## config.mk

```make
export PLATFORM = sky130hd
export DESIGN_NAME = adc_pair_capture_packer
export DESIGN_NICKNAME = d
export VERILOG_FILES = /design/src/rtl/adc_pair_capture_packer.sv
export SDC_FILE = /design/constraint.sdc
export NUM_CORES = 1
export LEC_CHECK = 0
export BUFFER_PORTS_ARGS = -buffer_cell sky130_fd_sc_hd__buf_2
export CAP_MARGIN = 20
export CORE_MARGIN = 10
export CORE_UTILIZATION = 45
export CTS_BUF_LIST = sky130_fd_sc_hd__clkbuf_16
export DETAILED_ROUTE_END_ITERATION = 10
export GPL_TIMING_DRIVEN = 0
export PLACE_DENSITY = 0.67
export SLEW_MARGIN = 20
export SYNTH_ARGS = -nofsm -noshare
export SYNTH_HDL_FRONTEND = slang
export SYNTH_SLANG_ARGS = --single-unit
```

## constraint.sdc

```tcl
create_clock -name clk -period 3.89 [get_ports clk]
set_input_delay 0.1945 -clock clk [delete_from_list [all_inputs] [get_ports clk]]
set_output_delay 0.1945 -clock clk [all_outputs]
set_load 0.01 [all_outputs]
```

## src/rtl/adc_pair_capture_packer.sv

```systemverilog
// ADC A/B pair capture: arm/trigger sequencing and 4-pair packing
// into 128-bit words written to the on-chip sample RAM.
module adc_pair_capture_packer #(
    parameter int ADC_W  = 12,
    parameter int ADDR_W = 15,
    parameter int DEPTH  = 18750
) (
    input  logic              clk,
    input  logic              reset,
    input  logic [ADC_W-1:0]  adc_a_data,
    input  logic [ADC_W-1:0]  adc_b_data,
    input  logic              adc_valid,
    input  logic              arm,
    input  logic              trigger,
    input  logic              abort,
    input  logic [ADDR_W-1:0] num_words,
    output logic [ADDR_W-1:0] mem_address,
    output logic [127:0]      mem_writedata,
    output logic [15:0]       mem_byteenable,
    output logic              mem_chipselect,
    output logic              mem_write,
    output logic              mem_clken,
    output logic              busy,
    output logic              done,
    output logic [ADDR_W-1:0] words_written
);

    localparam logic [ADDR_W-1:0] DEPTH_W = ADDR_W'(DEPTH);

    typedef enum logic [2:0] {
        S_IDLE,
        S_ARMED,
        S_CAPT,
        S_STOP,
        S_DONE
    } state_t;

    state_t            state;
    logic [1:0]        lane;
    logic [1:0]        lane_inc;
    logic [127:0]      acc;
    logic [127:0]      acc_nxt;
    logic [31:0]       pair;
    logic [ADDR_W-1:0] limit;
    logic [ADDR_W-1:0] ww_nxt;
    logic [ADDR_W-1:0] nw_eff;
    logic              wr_q;

    // Byte lanes covered by l filled pairs; l=0 stands for a full word.
    function automatic logic [15:0] lane_be(input logic [1:0] l);
        case (l)
            2'd1:    return 16'h000F;
            2'd2:    return 16'h00FF;
            2'd3:    return 16'h0FFF;
            default: return 16'hFFFF;
        endcase
    endfunction

    // The reset cycle suppresses a strobe that was already registered.
    assign mem_write      = wr_q & ~reset;
    assign mem_chipselect = wr_q & ~reset;
    assign mem_clken      = 1'b1;

    // Next packed word with the current pair inserted at the lane pointer.
    always_comb begin
        pair     = {16'(adc_b_data), 16'(adc_a_data)};
        acc_nxt  = acc;
        acc_nxt[{lane, 5'b0} +: 32] = pair;
        lane_inc = lane + 2'd1;
        ww_nxt   = words_written + 1'b1;
        nw_eff   = num_words;
        if (num_words == '0 || 32'(num_words) > 32'(DEPTH)) begin
            nw_eff = DEPTH_W;
        end
    end

    // Capture state machine, packing and write-master registers.
    always_ff @(posedge clk) begin
        if (reset) begin
            state          <= S_IDLE;
            lane           <= 2'd0;
            acc            <= '0;
            limit          <= '0;
            wr_q           <= 1'b0;
            busy           <= 1'b0;
            done           <= 1'b0;
            mem_address    <= '0;
            words_written  <= '0;
            mem_writedata  <= '0;
            mem_byteenable <= '0;
        end else begin
            wr_q <= 1'b0;
            unique case (state)
                S_IDLE, S_DONE: begin
                    if (arm && !abort) begin
                        state         <= S_ARMED;
                        limit         <= nw_eff;
                        busy          <= 1'b1;
                        done          <= 1'b0;
                        lane          <= 2'd0;
                        acc           <= '0;
                        words_written <= '0;
                        mem_address   <= '0;
                    end
                end
                S_ARMED: begin
                    if (abort) begin
                        state <= S_DONE;
                        busy  <= 1'b0;
                        done  <= 1'b1;
                    end else if (adc_valid && trigger) begin
                        acc   <= acc_nxt;
                        lane  <= lane_inc;
                        state <= S_CAPT;
                    end
                end
                S_CAPT: begin
                    if (adc_valid) begin
                        if (lane == 2'd3 || abort) begin
                            wr_q           <= 1'b1;
                            mem_writedata  <= acc_nxt;
                            mem_byteenable <= lane_be(lane_inc);
                            mem_address    <= words_written;
                            words_written  <= ww_nxt;
                            acc            <= '0;
                            lane           <= 2'd0;
                            if (abort || ww_nxt == limit) begin
                                state <= S_STOP;
                            end
                        end else begin
                            acc  <= acc_nxt;
                            lane <= lane_inc;
                        end
                    end else if (abort) begin
                        if (lane != 2'd0) begin
                            wr_q           <= 1'b1;
                            mem_writedata  <= acc;
                            mem_byteenable <= lane_be(lane);
                            mem_address    <= words_written;
                            words_written  <= ww_nxt;
                            acc            <= '0;
                            lane           <= 2'd0;
                            state          <= S_STOP;
                        end else begin
                            state <= S_DONE;
                            busy  <= 1'b0;
                            done  <= 1'b1;
                        end
                    end
                end
                S_STOP: begin
                    state <= S_DONE;
                    busy  <= 1'b0;
                    done  <= 1'b1;
                end
                default: begin
                    state <= S_IDLE;
                    busy  <= 1'b0;
                end
            endcase
        end
    end

endmodule
```

==> results of run 1 <==
-- synth_stat cells, drive strengths merged, types with 3 or more instances --
| master | instances |
|---|---|
| a211oi | 23 |
| a21oi | 79 |
| a221oi | 73 |
| a22o | 32 |
| a22oi | 74 |
| a311oi | 3 |
| a31oi | 3 |
| and2 | 18 |
| and3 | 18 |
| buf | 41 |
| clkbuf | 103 |
| dfxtp | 313 |
| ha | 7 |
| inv | 13 |
| nand2 | 91 |
| nand2b | 14 |
| nand3 | 62 |
| nand3b | 6 |
| nand4 | 7 |
| nor2 | 211 |
| nor2b | 27 |
| nor3 | 97 |
| nor3b | 3 |
| nor4 | 11 |
| o211ai | 18 |
| o21ai | 28 |
| o31ai | 7 |
| or3 | 15 |
| or4 | 4 |
| xnor2 | 19 |
-- cells by family (layout without fill, tap and decap cells) --
group                      count (synthesis)  count (layout)  synth area share (%)
and+or+nand+nor                          588             588                  22.4
AOI/OAI and AO/OA                        350             350                  20.1
DFF                                      313             313                  49.8
buffers and inverters                    157             471                  5.44
xor gates and xnor gates                  21              21                  1.46
adders and majority gates                  7               7                 0.696
other                                      1               3                0.0298
muxes                                      1               1                0.0795
-- worst min path at each step --
stage / to / slack, ns / cells past startpoint
after global routing: limit[5]$_SDFFE_PP0P_ / 0.02 / 3
after CTS: limit[5]$_SDFFE_PP0P_ / 0.001 / 3
after global placement: mem_writedata[111]$_SDFFE_PP0P_ / 0.44 / 2
after detailed placement: mem_writedata[62]$_SDFFE_PP0P_ / 0.44 / 2
final: acc[9]$_SDFFE_PP0P_ / 0.03 / 3
after floorplan: acc[17]$_SDFFE_PP0P_ / 0.32 / 1
-- registers in the layout, indices dropped and copies added (netlist names) --
name,flops
wr_q,1
words_written,15
done,1
state,3
mem_address,15
busy,1
mem_writedata,128
lane,2
limit,15
acc,128
mem_byteenable,4
-- per-stage QoR --
| stage | instance area (sq um) | utilization (%) | instances |
|---|---|---|---|
| after floorplan | 12600 | - | 1438 |
| after global placement | 14200 | 51.1 | 2036 |
| after detailed placement | 14200 | 51.1 | 2036 |
| after CTS | 15600 | 56.4 | 2130 |
| after global routing | 15600 | 56.4 | 2132 |
| final | 15600 | 56.4 | 2132 |
-- power groups by stage --
stage	combinational, mW	clock (mW)	sequential [mW]
2_1_floorplan	0.232	0	3.33
5_1_grt	0.458	3.48	3.26
4_1_cts	0.416	3.34	3.26
3_5_place_dp	0.388	0	3.33
3_3_place_gp	0.382	0	3.33
6_report	0.422	3.30	3.26
-- worst max-delay path: cells and delay by family (launching register included) --
family | cells | cell delay (ns)
AO/OA/AOI/OAI | 2 | 0.36
adder cells (fa/ha/maj) | 1 | 0.27
buffers and inverters | 3 | 1.37
flip-flops | 1 | 0.43
AND/OR/NAND/NOR | 3 | 0.86
-- cell type report --
type / instances / area, sq um / share of cell area, %
diodes: 2 / 5.00 / 0.0320
plain buffers: 144 / 636 / 4.06
clock buffers: 35 / 876 / 5.60
clock inverters: 25 / 256 / 1.64
inverters: 13 / 48.8 / 0.312
multi-input cells: 968 / 5640 / 36.0
flip-flops and latches: 313 / 6270 / 40.1
well taps: 378 / 473 / 3.02
repair buffers: 254 / 1440 / 9.22
-- metal layers --
layer,share of wire [%],vias to the layer above,track usage [%]
li1,-,5750,-
met1,44,5747,29.4
met2,46,501,37.1
met3,7.4,82,4.92
met4,2.8,0,7.35
met5,0,-,0
-- repair_timing --
item / CTS / global route
endpoints found under the setup margin: 0 / 0
hold buffers: 34 / 0
hold endpoints to repair: 34 / 0
==> out/metrics.csv, run 1 <==
metric,value,unit
setup fix buffers added after clock tree synthesis,0,
root buffer selected by CTS,sky130_fd_sc_hd__clkbuf_16,
CTS H-Tree Depth,2,
placement row count,61,
syn avg cell area,8.75,sq um
Post-Syn Nets,1490,
"commonest non-fill, non-tap cells in the layout","sky130_fd_sc_hd__dfxtp_1 (313), sky130_fd_sc_hd__buf_2 (240), sky130_fd_sc_hd__nor2_1 (211), sky130_fd_sc_hd__clkbuf_1 (101), sky130_fd_sc_hd__nor3_1 (97)",
Max Cap Violations,0,
cts bufs inserted,35,
Worst setup startpoint,lane[0]$_SDFFE_PP0P_,
FILL cells,2546,
via total after detailed routing,12100,
clock transition at the registers of the reported paths,0.06,ns
largest net degree at the start of global routing,15,
final setup violation count,0,
endpoint of the worst register-to-register path,mem_writedata[55]$_SDFFE_PP0P_,
unrepaired setup endpoints after global routing,false,
Synth cell types,59,
I/O pin cnt,224,
worst r2r path cells,9,
final wirelength,42.0,mm
number of flip-flops and latches in the synthesized netlist,313,
cell with the biggest individual delay on the critical path,sky130_fd_sc_hd__clkbuf_1,
Die Height,187,microns
type of element capturing the critical path,flop,
final total negative setup slack,0,ns
part of the power in registers,46.7,%
initial cell density of the core,45.4,%
number of antenna violations at the first check in global routing,2,
drt via density,5.67,
slack of the worst reg-to-reg path,0.46,ns
total global routing overflow,0,
Nets,1781,
number of design rule violations left after detail routing,0,
synthesized instance count,1438,
transition time of the tightest slew-check pin,0.989,ns
quantity of I/O buffers inserted on ports,220,
"EDFF count, synth",0,
Internal Dissipation,5.34,mW
critical path startpoint category,flop,
maximum number of buffers from clock root to sink,3,
Synthesis Warnings,0,
status,"complete, no violations",
vias in the first global route,11500,
global routing usage summed across all routing layers,22.8,%
routed wirelength normalized by instance count,19.7,microns
area of the die,0.0351,sq mm
ordered list of cells on the worst path,"inv_1, ha_1, and2b_1, nor4_2, clkbuf_1, clkbuf_1, o211ai_1, o21ai_0, nor2_1",
ratio of final minimum period to clock period,88.3,%
number of routed nets with antenna violations,0,
maximum fanout along the worst path,10,
startpoint of the worst hold path,adc_a_data[9],
P_leak,6.12,nW
setup slack of the critical path after layout,0.457,ns
total power per unit cell area,446,mW/mm^2
first-pass GRT wire length,65.7,mm
number of detailed-route iterations in the first pass,6,
setup slack after placement,0.423,ns
share of post-route cells with drive strength above 1,18.4,%
hold crit path type,primary input to flop,
Sw Ratio,23.5,%
"Power, Total",6.98,mW
top flip-flop cell by instance count after synthesis,sky130_fd_sc_hd__dfxtp_1,
cts repair resizes,0,
Max-slew headroom,34.1,%
Horiz. Die Dim,187,microns
Critical Path AT,3.81,ns
CTS sink count,313,
fraction of post-synthesis cell area in the top cell type by area,49.8,%
part of the Yosys area used for sequential elements,49.8,%
maximum clock frequency,291,MHz
top post-synthesis cells by area,"sky130_fd_sc_hd__dfxtp_1 (50%), sky130_fd_sc_hd__nor2_1 (6.3%), sky130_fd_sc_hd__a221oi_1 (5.1%), sky130_fd_sc_hd__a22oi_1 (4.4%), sky130_fd_sc_hd__nor3_1 (3.9%)",
final weighted congestion of routability-driven global placement,0.909,
last element of the critical path,mem_writedata[55]$_SDFFE_PP0P_,
portion of total power attributed to combinational logic,6.0,%
clock tree from TritonCTS,built,
Skew-Pair Late Insertion Delay,0.52,ns
core region area,0.0277,sq mm
final worst clock skew,0.0169,ns
largest area contributor in the synthesized netlist,sky130_fd_sc_hd__dfxtp_1,
HPWL reported at the end of detailed placement,31.1,mm
cell seen most often among critical-path stages,sky130_fd_sc_hd__clkbuf_1,
area growth from synthesis to layout,24.2,%
Async SR Flop Fraction,0,%
final critical-path required period,3.43,ns
number of max-slew violations in the final report,0,
data required time at the worst endpoint,4.27,ns
post-route worst hold slack,0.0327,ns
power share of the clock group,47.3,%
mapped cell area,0.0126,sq mm
Slowest Stage Delay on Critical Path,0.61,ns
count of final hold-check violations,0,
violation count after the first detailed-route iteration,1171,
"commonest non-fill, non-tap cell in the layout",sky130_fd_sc_hd__dfxtp_1,
worst r2r src,lane[0]$_SDFFE_PP0P_,
net load switching power,1.64,mW
kind of critical path,flop to flop,
worst-case vdd ir drop,372,uV
Note: power is estimated with default switching activity, not from simulation.
==> run 2: changes to the inputs <==
--- a/config.mk
+++ b/config.mk
@@ -5,7 +5,7 @@
 export SDC_FILE = /design/constraint.sdc
 export NUM_CORES = 1
 export LEC_CHECK = 0
-export BUFFER_PORTS_ARGS = -buffer_cell sky130_fd_sc_hd__buf_2
+export BUFFER_PORTS_ARGS = -buffer_cell sky130_fd_sc_hd__clkbuf_2
 export CAP_MARGIN = 20
 export CORE_MARGIN = 10
 export CORE_UTILIZATION = 45
==> constraint.sdc (replaced) <==
create_clock -name clk -period 4.25 [get_ports clk]
set_input_delay 0.2125 -clock clk [delete_from_list [all_inputs] [get_ports clk]]
set_output_delay 0.2125 -clock clk [all_outputs]
set_load 0.01 [all_outputs]
==> out/metrics.csv, run 2 (same netlist as run 1, synthesis figures left out) <==
metric,value,unit
number of max-slew violations in the final report,0,
FILL cells,2567,
initial cell density of the core,45.4,%
area growth from synthesis to layout,23.5,%
startpoint of the worst hold path,adc_a_data[1],
total power per unit cell area,410,mW/mm^2
CTS H-Tree Depth,2,
critical path startpoint category,flop,
Max Cap Violations,0,
number of routed nets with antenna violations,0,
CTS sink count,313,
area of the die,0.0351,sq mm
final worst clock skew,0.0178,ns
kind of critical path,flop to flop,
worst r2r src,lane[0]$_SDFFE_PP0P_,
P_leak,5.92,nW
slack of the worst reg-to-reg path,0.80,ns
final total negative setup slack,0,ns
routed wirelength normalized by instance count,19.6,microns
first-pass GRT wire length,65.1,mm
transition time of the tightest slew-check pin,0.970,ns
Die Height,187,microns
maximum clock frequency,290,MHz
Top Family by Delay on Critical Path,buffers and inverters,
global routing usage summed across all routing layers,22.6,%
count of final hold-check violations,0,
HPWL reported at the end of detailed placement,31.1,mm
share of post-route cells with drive strength above 1,18.4,%
Final Instance Area,0.0155,sq mm
status,"complete, no violations",
core region area,0.0277,sq mm
maximum number of buffers from clock root to sink,3,
I/O pin cnt,224,
number of detailed-route iterations in the first pass,7,
vias in the first global route,11500,
Skew-Pair Late Insertion Delay,0.52,ns
Worst setup startpoint,lane[0]$_SDFFE_PP0P_,
unrepaired setup endpoints after global routing,false,
"commonest non-fill, non-tap cell in the layout",sky130_fd_sc_hd__dfxtp_1,
Horiz. Die Dim,187,microns
Max-slew headroom,35.3,%
final setup violation count,0,
largest net degree at the start of global routing,15,
Nets,1771,
worst path bufs/invs,3,
number of antenna violations at the first check in global routing,2,
maximum fanout along the worst path,10,
setup fix buffers added after clock tree synthesis,0,
worst-case vdd ir drop,287,uV
cts bufs inserted,35,
final wirelength,41.6,mm
type of element capturing the critical path,flop,
final core occ,56.1,%
data required time at the worst endpoint,4.63,ns
Slowest Stage Delay on Critical Path,0.67,ns
setup slack of the critical path after layout,0.800,ns
violation count after the first detailed-route iteration,1113,
quantity of I/O buffers inserted on ports,220,
biggest registers after layout,"acc x128, mem_writedata x128",
Critical Path AT,3.83,ns
cts repair resizes,0,
root buffer selected by CTS,sky130_fd_sc_hd__clkbuf_16,
placed cell areas,0.0142,sq mm
placement row count,61,
total global routing overflow,0,
hold crit path type,primary input to flop,
setup slack after placement,0.848,ns
final weighted congestion of routability-driven global placement,0.915,
clock tree from TritonCTS,built,
ordered list of cells on the worst path,"inv_1, ha_1, and2b_1, nor4_2, clkbuf_1, clkbuf_1, o211ai_1, o21ai_0, nor2_1",
via total after detailed routing,12000,
number of design rule violations left after detail routing,0,
ratio of final minimum period to clock period,81.2,%
drt via density,5.64,
final critical-path required period,3.45,ns
cell seen most often among critical-path stages,sky130_fd_sc_hd__clkbuf_1,
clock transition at the registers of the reported paths,0.06,ns
"commonest non-fill, non-tap cells in the layout","sky130_fd_sc_hd__dfxtp_1 (313), sky130_fd_sc_hd__clkbuf_2 (222), sky130_fd_sc_hd__nor2_1 (211), sky130_fd_sc_hd__clkbuf_1 (101), sky130_fd_sc_hd__nor3_1 (97)",
cell with the biggest individual delay on the critical path,sky130_fd_sc_hd__clkbuf_1,
==> run 2: worst min-delay path, cell delays in order <==
cell and delay, ns:
sky130_fd_sc_hd__clkbuf_2 0.12, sky130_fd_sc_hd__a22oi_1 0.07, sky130_fd_sc_hd__nor2_1 0.09
==> run 2: final cells by class <==
type | instances | area [sq um] | share of cell area (%)
Buffer | 144 | 636 | 4.09
Sequential cell | 313 | 6270 | 40.3
Clock buffer | 36 | 901 | 5.80
Tap cell | 378 | 473 | 3.04
Antenna cell | 2 | 5.00 | 0.0322
Multi-Input combinational cell | 968 | 5640 | 36.3
Inverter | 13 | 48.8 | 0.314
Timing Repair Buffer | 244 | 1340 | 8.63
Clock inverter | 25 | 236 | 1.52
==> run 2: timing repair <==
item	in CTS	in global routing
hold endpoints to repair	24	0
hold buffers	24	0
endpoints found under the setup margin	0	0
==> run 2: per-layer routing <==
layer	part of all wire (%)	vias to the layer above	GRT usage [%]
met5	0	-	0
met4	2.7	0	7.26
met3	7.3	79	5.11
met2	46	471	36.7
met1	44	5693	29.2
li1	-	5737	-
==> run 2: report_power, final <==
group	internal (mW)	switching [mW]	leakage, nW
sequential	2.96	0.0216	2.52
clock	1.79	1.22	0.555
combinational	0.114	0.264	2.84
total	4.86	1.51	5.92
==> run 2: through the flow <==
stage,total power [mW],cells,hold slack (ns)
floorplan,3.26,1438,0.338
global placement,3.40,2036,0.440
detailed placement,3.40,2036,0.443
CTS,6.39,2121,0.00288
global route,6.56,2122,0.0179
finish,6.37,2123,0.0130
==> run 2: final timing paths <==
kind,to,depth (start not counted)
worst max-delay path,mem_writedata[55]$_SDFFE_PP0P_,9
worst min-delay path,acc[1]$_SDFFE_PP0P_,3
worst max register to register,mem_writedata[55]$_SDFFE_PP0P_,9
worst min register to register,mem_writedata[109]$_SDFFE_PP0P_,2
==> run 3: changes to the inputs <==
==> constraint.sdc (replaced) <==
create_clock -name clk -period 3.47 [get_ports clk]
set_input_delay 0.1735 -clock clk [delete_from_list [all_inputs] [get_ports clk]]
set_output_delay 0.1735 -clock clk [all_outputs]
set_load 0.01 [all_outputs]
==> out/metrics.csv, run 3 (same netlist as run 1, synthesis figures left out) <==
metric,value,unit
biggest registers after layout,"acc x128, mem_writedata x128",
maximum clock frequency,309,MHz
Met3 Routed Length,3.11,mm
setup fix buffers added after clock tree synthesis,0,
core region area,0.0277,sq mm
Die Height,187,microns
final worst clock skew,0.0194,ns
CTS H-Tree Depth,2,
area growth from synthesis to layout,24.3,%
initial cell density of the core,45.4,%
transition time of the tightest slew-check pin,0.978,ns
number of antenna violations at the first check in global routing,1,
unrepaired setup endpoints after global routing,false,
root buffer selected by CTS,sky130_fd_sc_hd__clkbuf_16,
number of routed nets with antenna violations,0,
first-pass GRT wire length,65.3,mm
clock transition at the registers of the reported paths,0.06,ns
multi-input gate area in the final layout,0.00564,sq mm
count of final hold-check violations,0,
share of post-route cells with drive strength above 1,18.4,%
HPWL reported at the end of detailed placement,31.1,mm
global routing usage summed across all routing layers,22.7,%
number of design rule violations left after detail routing,0,
total power per unit cell area,499,mW/mm^2
setup slack after placement,0.0684,ns
DR top layer,met4,
Max-slew headroom,34.8,%
final critical-path required period,3.23,ns
via total after detailed routing,12000,
P_leak,5.97,nW
"commonest non-fill, non-tap cells in the layout","sky130_fd_sc_hd__dfxtp_1 (313), sky130_fd_sc_hd__clkbuf_2 (223), sky130_fd_sc_hd__nor2_1 (211), sky130_fd_sc_hd__clkbuf_1 (100), sky130_fd_sc_hd__nor3_1 (97)",
placement row count,61,
Final Instance Area,0.0156,sq mm
total global routing overflow,0,
number of max-slew violations in the final report,0,
data required time at the worst endpoint,3.85,ns
Max Cap Violations,0,
worst-case vdd ir drop,350,uV
WL met2,19.2,mm
largest net degree at the start of global routing,15,
Critical Path AT,3.61,ns
routed wirelength normalized by instance count,19.6,microns
ratio of final minimum period to clock period,93.2,%
Nets,1781,
Metal-1 WL,18.1,mm
Skew-Pair Late Insertion Delay,0.52,ns
clock tree from TritonCTS,built,
CTS sink count,313,
FILL cells,2555,
hold crit path type,primary input to flop,
maximum fanout along the worst path,10,
area of the die,0.0351,sq mm
final total negative setup slack,0,ns
drt via density,5.64,
critical path startpoint category,flop,
"commonest non-fill, non-tap cell in the layout",sky130_fd_sc_hd__dfxtp_1,
number of detailed-route iterations in the first pass,6,
status,"complete, no violations",
I/O pin cnt,224,
maximum number of buffers from clock root to sink,3,
vias in the first global route,11600,
violation count after the first detailed-route iteration,1160,
quantity of I/O buffers inserted on ports,220,
slack of the worst reg-to-reg path,0.24,ns
kind of critical path,flop to flop,
final wirelength,41.7,mm
final weighted congestion of routability-driven global placement,0.915,
cts bufs inserted,35,
setup slack of the critical path after layout,0.237,ns
Register Area,0.00627,sq mm
placed cell areas,0.0142,sq mm
Horiz. Die Dim,187,microns
final setup violation count,0,
type of element capturing the critical path,flop,
"Power, Total",7.81,mW
final core occ,56.5,%
[run 3: area by class of cell]
| cell class | count | share of cell area, % |
|---|---|---|
| diodes | 1 | 0.0160 |
| well taps | 378 | 3.02 |
| multi-input cells | 968 | 36.1 |
| clock inverters | 25 | 1.51 |
| repair buffers | 254 | 9.21 |
| clock buffers | 36 | 5.76 |
| flip-flops and latches | 313 | 40.0 |
| inverters | 13 | 0.312 |
| plain buffers | 144 | 4.07 |
[run 3: timing repair]
| action | 4_1_cts | 5_1_grt |
|---|---|---|
| endpoints found under the setup margin | 0 | 9 |
| hold buffers | 34 | 0 |
| endpoints found under the hold margin | 34 | 0 |
| gates resized for setup | 0 | 3 |
[run 3: through the flow]
step	instances	hold WS, ns
final	2132	0.00972
after global routing	2132	0.0435
after CTS	2131	0.00484
after detailed placement	2036	0.434
after global placement	2036	0.420
after floorplan	1438	0.299
[run 3: final timing paths]
kind | from | endpoint | cells past startpoint
max | lane[0]$_SDFFE_PP0P_ | mem_writedata[66]$_SDFFE_PP0P_ | 9
min | adc_a_data[10] | acc[10]$_SDFFE_PP0P_ | 3
max reg2reg | lane[0]$_SDFFE_PP0P_ | mem_writedata[66]$_SDFFE_PP0P_ | 9
min reg2reg | mem_writedata[109]$_SDFFE_PP0P_ | mem_writedata[109]$_SDFFE_PP0P_ | 2
[run 3: metal layers]
layer / global-route usage [%] / up-vias
met4: 7.51 / 0
met1: 29.4 / 5695
li1: - / 5753
met2: 36.7 / 493
met3: 4.98 / 88
met5: 0 / -
[run 3: worst max-delay path, stage by stage, from the launching register on]
cell	delay, ns
sky130_fd_sc_hd__dfxtp_1	0.45
sky130_fd_sc_hd__inv_1	0.19
sky130_fd_sc_hd__ha_1	0.27
sky130_fd_sc_hd__and2b_1	0.25
sky130_fd_sc_hd__or4_1	0.51
sky130_fd_sc_hd__clkbuf_1	0.17
sky130_fd_sc_hd__clkbuf_1	0.36
sky130_fd_sc_hd__clkbuf_1	0.36
sky130_fd_sc_hd__a221oi_1	0.42
sky130_fd_sc_hd__nor3_1	0.10
[run 3: where the power goes]
group	switching (mW)	internal, mW
logic	0.325	0.147
clock network	1.50	2.19
registers	0.0264	3.63
total	1.85	5.96
